### src/rtl/cp0_exc_unit_pkg.sv
// Shared CP0 definitions: register numbers, ExcCodes, SR/Cause field positions
// and the two-mode trap state type.
package cp0_exc_unit_pkg;

  localparam logic [4:0] REG_BADVADDR = 5'd8;
  localparam logic [4:0] REG_SR       = 5'd12;
  localparam logic [4:0] REG_CAUSE    = 5'd13;
  localparam logic [4:0] REG_EPC      = 5'd14;
  localparam logic [4:0] REG_PRID     = 5'd15;

  localparam logic [4:0] EXC_INT  = 5'd0;
  localparam logic [4:0] EXC_ADEL = 5'd4;
  localparam logic [4:0] EXC_ADES = 5'd5;
  localparam logic [4:0] EXC_RI   = 5'd10;
  localparam logic [4:0] EXC_OV   = 5'd12;

  localparam int SR_IE_BIT    = 0;
  localparam int SR_EXL_BIT   = 1;
  localparam int SR_IM_LO     = 10;
  localparam int SR_IM_HI     = 15;
  localparam int CAUSE_EXC_LO = 2;
  localparam int CAUSE_EXC_HI = 6;
  localparam int CAUSE_IP_LO  = 10;
  localparam int CAUSE_IP_HI  = 15;
  localparam int CAUSE_BD_BIT = 31;

  typedef enum logic {
    MODE_NORMAL     = 1'b0,
    MODE_IN_HANDLER = 1'b1
  } mode_t;

endpackage

### src/rtl/cp0_exc_unit.sv
// CP0 exception/interrupt unit: trap decision, SR/Cause/EPC/PRId, mfc0/mtc0, eret.
// Optional BadVAddr register enabled by defining CP0_BADVADDR_EN.
module cp0_exc_unit
  import cp0_exc_unit_pkg::*;
#(
  parameter logic [31:0] HANDLER_PC = 32'h0000_4180,
  parameter logic [31:0] PRID       = 32'h2024_1029
) (
  input  logic        clk,
  input  logic        reset,
  input  logic        we,
  input  logic [4:0]  cp0_addr,
  input  logic [31:0] cp0_wdata,
  output logic [31:0] cp0_rdata,
  input  logic [31:0] vpc,
  input  logic        bd_in,
  input  logic [4:0]  exc_code_in,
  input  logic [5:0]  hw_int,
  input  logic        eret,
`ifdef CP0_BADVADDR_EN
  input  logic [31:0] badvaddr_in,
`endif
  output logic        req,
  output logic [31:0] handler_pc,
  output logic [31:0] epc_out
);

  mode_t       mode_q, mode_d;
  logic        exl;
  logic        ie;
  logic [5:0]  im;
  logic        bd;
  logic [5:0]  ip;
  logic [4:0]  exc_code;
  logic [31:0] epc;
  logic        int_req;
  logic        exc_req;
  logic        sr_we;
  logic        epc_we;
`ifdef CP0_BADVADDR_EN
  logic [31:0] badvaddr;
`endif

  function automatic logic [31:0] trap_epc(input logic [31:0] pc, input logic in_bd);
    logic [31:0] t;
    t = in_bd ? pc - 32'd4 : pc;
    return {t[31:2], 2'b00};
  endfunction

  assign exl     = (mode_q == MODE_IN_HANDLER);
  assign int_req = ie & ~exl & (|(hw_int & im));
  assign exc_req = ~exl & (exc_code_in != EXC_INT);
  // A trap seen while reset is asserted is dropped rather than deferred.
  assign req     = ~reset & (int_req | exc_req);

  assign sr_we  = we & ~req & (cp0_addr == REG_SR);
  assign epc_we = we & ~req & (cp0_addr == REG_EPC);

  assign handler_pc = HANDLER_PC;
  assign epc_out    = epc;

  always_ff @(posedge clk) begin
    if (reset) mode_q <= MODE_NORMAL;
    else       mode_q <= mode_d;
  end

  // eret is evaluated after an SR write so it always leaves the handler.
  always_comb begin
    mode_d = mode_q;
    if (req) begin
      mode_d = MODE_IN_HANDLER;
    end else begin
      if (sr_we) mode_d = cp0_wdata[SR_EXL_BIT] ? MODE_IN_HANDLER : MODE_NORMAL;
      if (eret)  mode_d = MODE_NORMAL;
    end
  end

  always_ff @(posedge clk) begin
    if (reset) begin
      ie       <= 1'b0;
      im       <= '0;
      bd       <= 1'b0;
      ip       <= '0;
      exc_code <= '0;
      epc      <= '0;
    end else begin
      ip <= hw_int;
      if (req) begin
        bd       <= bd_in;
        exc_code <= int_req ? EXC_INT : exc_code_in;
        epc      <= trap_epc(vpc, bd_in);
      end else begin
        if (sr_we) begin
          ie <= cp0_wdata[SR_IE_BIT];
          im <= cp0_wdata[SR_IM_HI:SR_IM_LO];
        end
        if (epc_we) epc <= {cp0_wdata[31:2], 2'b00};
      end
    end
  end

`ifdef CP0_BADVADDR_EN
  always_ff @(posedge clk) begin
    if (reset) begin
      badvaddr <= '0;
    end else if (req && !int_req &&
                 (exc_code_in == EXC_ADEL || exc_code_in == EXC_ADES)) begin
      badvaddr <= badvaddr_in;
    end
  end
`endif

  always_comb begin
    cp0_rdata = '0;
    case (cp0_addr)
      REG_SR: begin
        cp0_rdata[SR_IM_HI:SR_IM_LO] = im;
        cp0_rdata[SR_EXL_BIT]        = exl;
        cp0_rdata[SR_IE_BIT]         = ie;
      end
      REG_CAUSE: begin
        cp0_rdata[CAUSE_BD_BIT]              = bd;
        cp0_rdata[CAUSE_IP_HI:CAUSE_IP_LO]   = ip;
        cp0_rdata[CAUSE_EXC_HI:CAUSE_EXC_LO] = exc_code;
      end
      REG_EPC:  cp0_rdata = epc;
      REG_PRID: cp0_rdata = PRID;
`ifdef CP0_BADVADDR_EN
      REG_BADVADDR: cp0_rdata = badvaddr;
`endif
      default: cp0_rdata = '0;
    endcase
  end

endmodule

### config.mk
export PLATFORM = sky130hd
export DESIGN_NAME = cp0_exc_unit
export DESIGN_NICKNAME = d
export VERILOG_FILES = /design/src/rtl/cp0_exc_unit_pkg.sv /design/src/rtl/cp0_exc_unit.sv
export SDC_FILE = /design/constraint.sdc
export NUM_CORES = 1
export LEC_CHECK = 0
export ABC_CLOCK_PERIOD_IN_PS = 9000
export CORE_ASPECT_RATIO = 0.6
export CORE_MARGIN = 5
export CORE_UTILIZATION = 30
export CTS_BUF_LIST = sky130_fd_sc_hd__clkbuf_4 sky130_fd_sc_hd__clkbuf_8
export CTS_CLUSTER_DIAMETER = 30
export DETAILED_ROUTE_END_ITERATION = 12
export GPL_TIMING_DRIVEN = 0
export SYNTH_ARGS = -nofsm -noshare
export SYNTH_HDL_FRONTEND = slang
export SYNTH_SLANG_ARGS = --single-unit
### constraint.sdc
create_clock -name clk -period 9 [get_ports clk]
set_clock_uncertainty 0.05 [all_clocks]
set_input_delay 2.7 -clock clk [delete_from_list [all_inputs] [get_ports clk]]
set_output_delay 2.7 -clock clk [all_outputs]
set_load 0.005 [all_outputs]
==> summary.md <==
| Metric | Value |
|---|---|
| Clock sinks | `50` |
| Max FO, Critical Path | `10` |
| Leak pwr | `2.04 nW` |
| Core Util, Final | `47.1%` |
| Top cells by area, synth | `dfxtp_1, mux2i_1, a211oi_1` |
| Layout area overhead | `53.6%` |
| Post-synthesis cell area | `3450 sq um` |
| Worst hold path class | `flip-flop to flip-flop` |
| Register-to-Register Path Depth | `6` |
| EDFF count, synth | `0` |
| Ys async rst share | `0%` |
| CTS tree | `built` |
| Area leader, netlist | `dfxtp_1` |
| CTS max path bufs | `2` |
| Post-CTS resize count | `0` |
| R2R Path End | `epc_out[21]$_SDFFE_PP0P_` |
| H-tree depth | `2` |
| Syn Area/Cell | `8.36 sq um` |
| Initial Utilization | `30.6%` |
| Die area | `13,800 sq um` |
| Via count | `3,557` |
| Total grt overflow | `0` |
| # Max-Cap Violations | `0` |
| Setup TNS | `0 ns` |
| RSZ-0062 raised after global routing | `no` |
| Cells after Synth | `413` |
| Core Rows | `30` |
| Nets | `681` |
| Hold Crit Start | `bd$_SDFFE_PP0N_` |
| Maximum clock frequency | `123 MHz` |
| Share of cells above drive strength 1 | `11.7%` |
| Largest net degree at the start of global routing | `18` |
| CP Cell Sequence | `clkdlybuf4s50_1 -> a22oi_1 -> a311oi_1 -> o21bai_2 -> inv_2 -> clkbuf_1 -> clkdlybuf4s50_1` |
| Setup crit start | `hw_int[2]` |
| IO Port Bufs | `143` |
| Initial antenna violation count | `0` |
| Power density cells | `111 nW/um^2` |
| Final Cycle Share | `90.0%` |
| Worst setup EP type | `output port` |
| GP Congestion | `0.829` |
| Worst EP required | `6.25 ns` |
| Area share of the largest cell type after synthesis | `29.0%` |
| Crit Path Category | `primary input to output port` |
| Skew-Pair Late Insertion Delay | `0.32 ns` |
| Routed Antenna Nets | `0` |
| Hold depth | `2` |
| Fin. Hold Viols | `0` |
| Status | `complete, no violations` |
| DR WL/cell | `17.8 um` |
| Worst-Margin Slew | `0.759 ns` |
| Post-DP HPWL | `11,000 um` |
| R2r setup slk | `6.76 ns` |
| Setup Viol. Count Final | `0` |
| Setup bufs post-CTS | `0` |
| CTS Root Cell | `clkbuf_8` |
| GRT Util Overall | `18.9%` |
| Final slew viol count | `0` |
| Vias in the first global route | `3,594` |
| Die X | `148 um` |
| First-pass GRT wire length | `20,500 um` |
| Max transition margin | `49.1%` |
| R2R Path Start | `im[0]$_SDFFE_PP0P_` |
| Synth cell count leaders | `nor2_1, dfxtp_1, a211oi_1` |
| Fill cell count | `1,136` |
| Ys flop type | `dfxtp_1` |
| Io pins | `182` |
| Worst path slowest cell | `clkdlybuf4s50_1` |
| Max incr delay on CP | `0.62 ns` |
| Crit path DAT | `5.35 ns` |
| Worst Hold Path EP | `bd$_SDFFE_PP0N_` |
| Yosys warnings | `0` |
| Total Wirelength | `13,200 um` |
| Distinct cell type count of the synthesized netlist | `51` |
| Fin crit period | `8.10 ns` |
| Max VDD drop | `0.0737 mV` |
| Iteration-0 DRC Markers | `199` |
| Clk slew on worst S/H paths | `0.10 ns` |
| Hold-fix buffers, CTS | `0` |
| Vias/cell | `4.81` |
| Flops & latches, synth | `50` |
| Register area share after synthesis | `29.0%` |
| Drt drc | `0` |
| Critical Path Start Type | `primary input` |
| Die span in y | `93.1 um` |
| CTS buffer count | `5` |
| Cell mode on critical path | `clkdlybuf4s50_1` |
| Pre-antenna DRT Iters | `4` |
| Diodes inserted | `0` |
| Top-count cell post-synth | `nor2_1` |
| Core region area | `11,300 sq um` |
## layer usage
layer / global-route usage [%] / routed length, um / vias to the layer above
li1: - / - / 1770
met1: 28.2 / 6720 / 1677
met2: 28.6 / 5670 / 105
met3: 4.21 / 760 / 5
met4: 1.92 / 48 / 0
met5: 0 / 0 / -
## flip-flops by register name (all words and copies together) (netlist names)
name / count
bd: 1
epc_out: 30
exc_code: 5
exl: 1
ie: 1
im: 6
ip: 6
## worst max-delay path by stage
stage,endpoint,slack [ns]
2_1_floorplan,req,2.40
3_3_place_gp,req,0.92
3_5_place_dp,req,0.88
4_1_cts,req,0.89
5_1_grt,req,0.68
6_report,req,0.90
## final cells by class
type / instances / area (sq um) / share of cell area (%)
inverter: 5 / 18.8 / 0.354
tap: 144 / 180 / 3.40
timing repair buffer: 143 / 1430 / 27.0
clock inverter: 3 / 48.8 / 0.921
multi-input combinational: 329 / 2170 / 41.0
sequential: 50 / 1000 / 18.9
buffer: 61 / 379 / 7.15
clock buffer: 5 / 68.8 / 1.30
## cell families after synthesis
logic type | share of synthesized area, %
fa+ha+maj | 0.363
buf+inv | 11.5
other cells | 0.218
simple gates | 26.6
mux | 9.61
flops | 29.0
compound gates | 15.8
xor+xnor | 6.85
## layout by cell type (no fill, tap or decap), drive strengths merged, types with 2 or more instances in the layout
cell           synthesis  layout
nor2b                 25      25
nor3                  13      13
conb                   2      34
xnor2                  9       9
mux2i                 32      32
clkbuf                13      18
nor2                  54      54
a21oi                 14      14
nand3b                 2       2
o21ai                  3       3
inv                    5       6
or4                    6       6
or3                    4       4
buf                   48      48
nand2b                 2       2
a211oi                43      43
nor4b                  2       2
and4bb                 2       2
nor4                   8       8
xor2                  18      18
a22oi                  7       7
o21a                   2       2
clkdlybuf4s50          0     143
and3                  17      17
nand3                  4       4
dfxtp                 50      50
nand2                 12      12
nand4                  5       5
## through the flow
step / hold WS [ns] / instance area, sq um / worst slack, ns / total power [mW] / instances
3_5_place_dp: 0.400 / 5180 / 0.880 / 0.422 / 732
4_1_cts: 0.414 / 5300 / 0.893 / 0.589 / 740
5_1_grt: 0.460 / 5300 / 0.676 / 0.617 / 740
3_3_place_gp: 0.398 / 5180 / 0.917 / 0.420 / 732
2_1_floorplan: 0.382 / 3570 / 2.40 / 0.326 / 445
6_report: 0.413 / 5300 / 0.899 / 0.587 / 740
## critical path: cells and delay by family
kind,cells,cell delay (ns)
buf+inv,4,1.69
compound gates,3,0.95
## report_power, final
part	switching, mW	internal, mW
Sequential	0.0126	0.237
Combinational	0.0746	0.0937
Clock	0.0845	0.0848
Total	0.172	0.416
No activity file was read; power rests on OpenSTA's default activity.
==> variant, RTL diff (config.mk and constraints unchanged) <==
Register the output `epc_out` once more; this adds one clock of latency there. The other outputs are not delayed to match.
--- a/src/rtl/cp0_exc_unit.sv
+++ b/src/rtl/cp0_exc_unit.sv
@@ -59,3 +59,5 @@
   assign handler_pc = HANDLER_PC;
-  assign epc_out    = epc;
+  always_ff @(posedge clk) begin
+    epc_out <= epc;
+  end
 
Check against the original RTL: not equivalent (Yosys sat finds a counterexample within 4 cycles, from zero or initial values and one cycle with reset high).
==> variant against the original RTL <==
Final area is 18% higher. Total power is 55% higher. Worst setup slack worse by 0.58 ns. Maximum frequency is 6.7% lower. Sequential cell count is 30 higher. Synthesized area is 23% higher. Routed wire length is 35% higher. Register-to-register slack worse by 0.11 ns. Critical path type unchanged. Critical endpoint is now cp0_rdata[21]. Largest cell class unchanged.
==> variant: results (changes against the original RTL) <==
global_route:
  grt_pass1_vias: 4549  # +27%
  grtUsageTotal_pct: 20.8  # +1.9 points
  grt_pass1_wl_um: 26700  # +30%
  grt_max_degree: 14  # -4
  antenna_found_initial: 0  # unchanged
synthesis:
  seq_area_frac_synth_pct: 37.7  # +8.7 points
  synth_cell_types: 60  # +18%
  async_reset_ff_share_pct: 0  # unchanged
  synth.area.top_cells: "dfxtp_1, and3_1, buf_4"
  synthTopCellsByCount: "dfxtp_1, and3_1, clkbuf_1"
detailed_routing:
  drtIter0Drc: 398  # +100%
  drt_wl_total_um: 17800  # +35%
  wl_met1_um: 8650  # +29%
  met3RoutedLength_um: 2030  # +170%
  wl_met2_um: 6910  # +22%
  via_per_inst: 5.37  # +12%
  drtPass1Iterations: 5  # +1
sta:
  worst_pin_slew_ns: 0.789  # +0.0291 ns
critical_path:
  r2r_end: "epc[3]$_SDFFE_PP0P_"
  cp.arrival_ns: 5.93  # +0.58 ns
  worst-path-max-fanout: 10  # unchanged
  rrSetupSlack_ns: 6.65  # -0.11 ns
  reg2reg_from: "im[2]$_SDFFE_PP0P_"
cells_and_area:
  area_delta_synth_final_pct: 47.5
  diodes: 0  # unchanged
  reg_top3: "epc: 30 flops, epc_out: 30 flops"
  drive_above_1_share_pct: 11.0  # -0.77 points
  nets: 746  # +9.5%
placement:
  place_congestion: 0.920  # +11%
  dp_hpwl_um: 13900  # +27%
  portBuffers: 141  # -1.4%
cts:
  cts_buffers: 9  # +4
  clockBufferDepth: 2  # unchanged
  htree_num_levels: 3  # +1
  clk_latency_ns: 0.36  # +0.04 ns
run_status:
  status: "finished clean"
pwr:
  power_leakage_nw: 2.40  # +17%
  ir_drop_mv: 0.0618  # -16%
floorplan:
  die-area_um2: 16700  # +21%
min_path:
  min_delay_path_depth: 0  # -2
  hold_path_end: "epc_out[19]$_DFF_P_"
  hp-start: "epc[19]$_SDFFE_PP0P_"
-- variant: cell count changes after synthesis, moves of 18 or more --
cell       before  now
nor2_1         54   25
o31ai_1         0   18
mux2i_1        32    5
clkbuf_1       13   37
and3_1         17   46
a211oi_1       41   13
a2111oi_0       0   26
dfxtp_1        50   80
-- variant: area by class of cell --
type                    count  area (um^2)
clock inverters             5          104
plain buffers              77          424
well taps                 192          240
clock buffers              11          139
fillers                  1342         7490
flip-flops and latches     80         1600
inverters                   4         15.0
repair buffers            141         1410
multi-input cells         347         2320
-- variant: cells by family (layout without fill, tap and decap cells) --
family | Yosys count | after routing | share of synthesized area [%]
AOI/OAI and AO/OA | 127 | 127 | 22.8
and+or+nand+nor | 167 | 167 | 24.7
DFF | 80 | 80 | 37.7
other | 2 | 34 | 0.177
adders and majority gates | 1 | 1 | 0.295
buffers and inverters | 81 | 238 | 10.3
muxes | 6 | 6 | 1.45
xor gates and xnor gates | 12 | 12 | 2.48
-- variant: worst max path at each step --
stage | startpoint | slack [ns] | endpoint | depth (start not counted)
global route | cp0_addr[2] | 0.04 | cp0_rdata[21] | 9
CTS | cp0_addr[3] | 0.05 | cp0_rdata[21] | 9
global placement | cp0_addr[3] | 0.08 | cp0_rdata[21] | 9
floorplan | cp0_addr[4] | 2.28 | cp0_rdata[18] | 7
detailed placement | cp0_addr[3] | 0.05 | cp0_rdata[21] | 9
finish | cp0_addr[3] | 0.32 | cp0_rdata[21] | 9
-- variant: where the power goes --
group | switching (W) | leakage [nW] | total, W | internal, W
Clock | 0.000141 | 0.125 | 0.000332 | 0.000191
Combinational | 0.0000825 | 1.61 | 0.000174 | 0.0000917
Sequential | 0.0000197 | 0.664 | 0.000403 | 0.000383
-- variant: critical path, stage by stage --
cell and delay (ns):
clkdlybuf4s50_1 0.48, and3b_1 0.16, clkbuf_1 0.37, clkbuf_1 0.43, clkbuf_2 0.41, clkbuf_1 0.50, nand2_1 0.17, nor2_1 0.18
clkdlybuf4s50_1 0.52
-- variant: layer usage --
| layer | track usage, % | vias up |
|---|---|---|
| met4 | 4.70 | 0 |
| met5 | 0 | - |
| li1 | - | 2136 |
| met1 | 32.0 | 2143 |
| met2 | 28.2 | 306 |
| met3 | 6.09 | 19 |
-- variant: stage by stage --
step / area (um^2) / hold WS, ns / worst slack (ns) / util, % / cells
finish: 6260 / 0.320 / 0.318 / 45.5 / 857
CTS: 6260 / 0.319 / 0.0515 / 45.5 / 857
global route: 6260 / 0.324 / 0.0415 / 45.5 / 857
floorplan: 4360 / 0.288 / 2.28 / - / 508
global placement: 6010 / 0.304 / 0.0828 / 43.7 / 841
detailed placement: 6010 / 0.308 / 0.0548 / 43.7 / 841
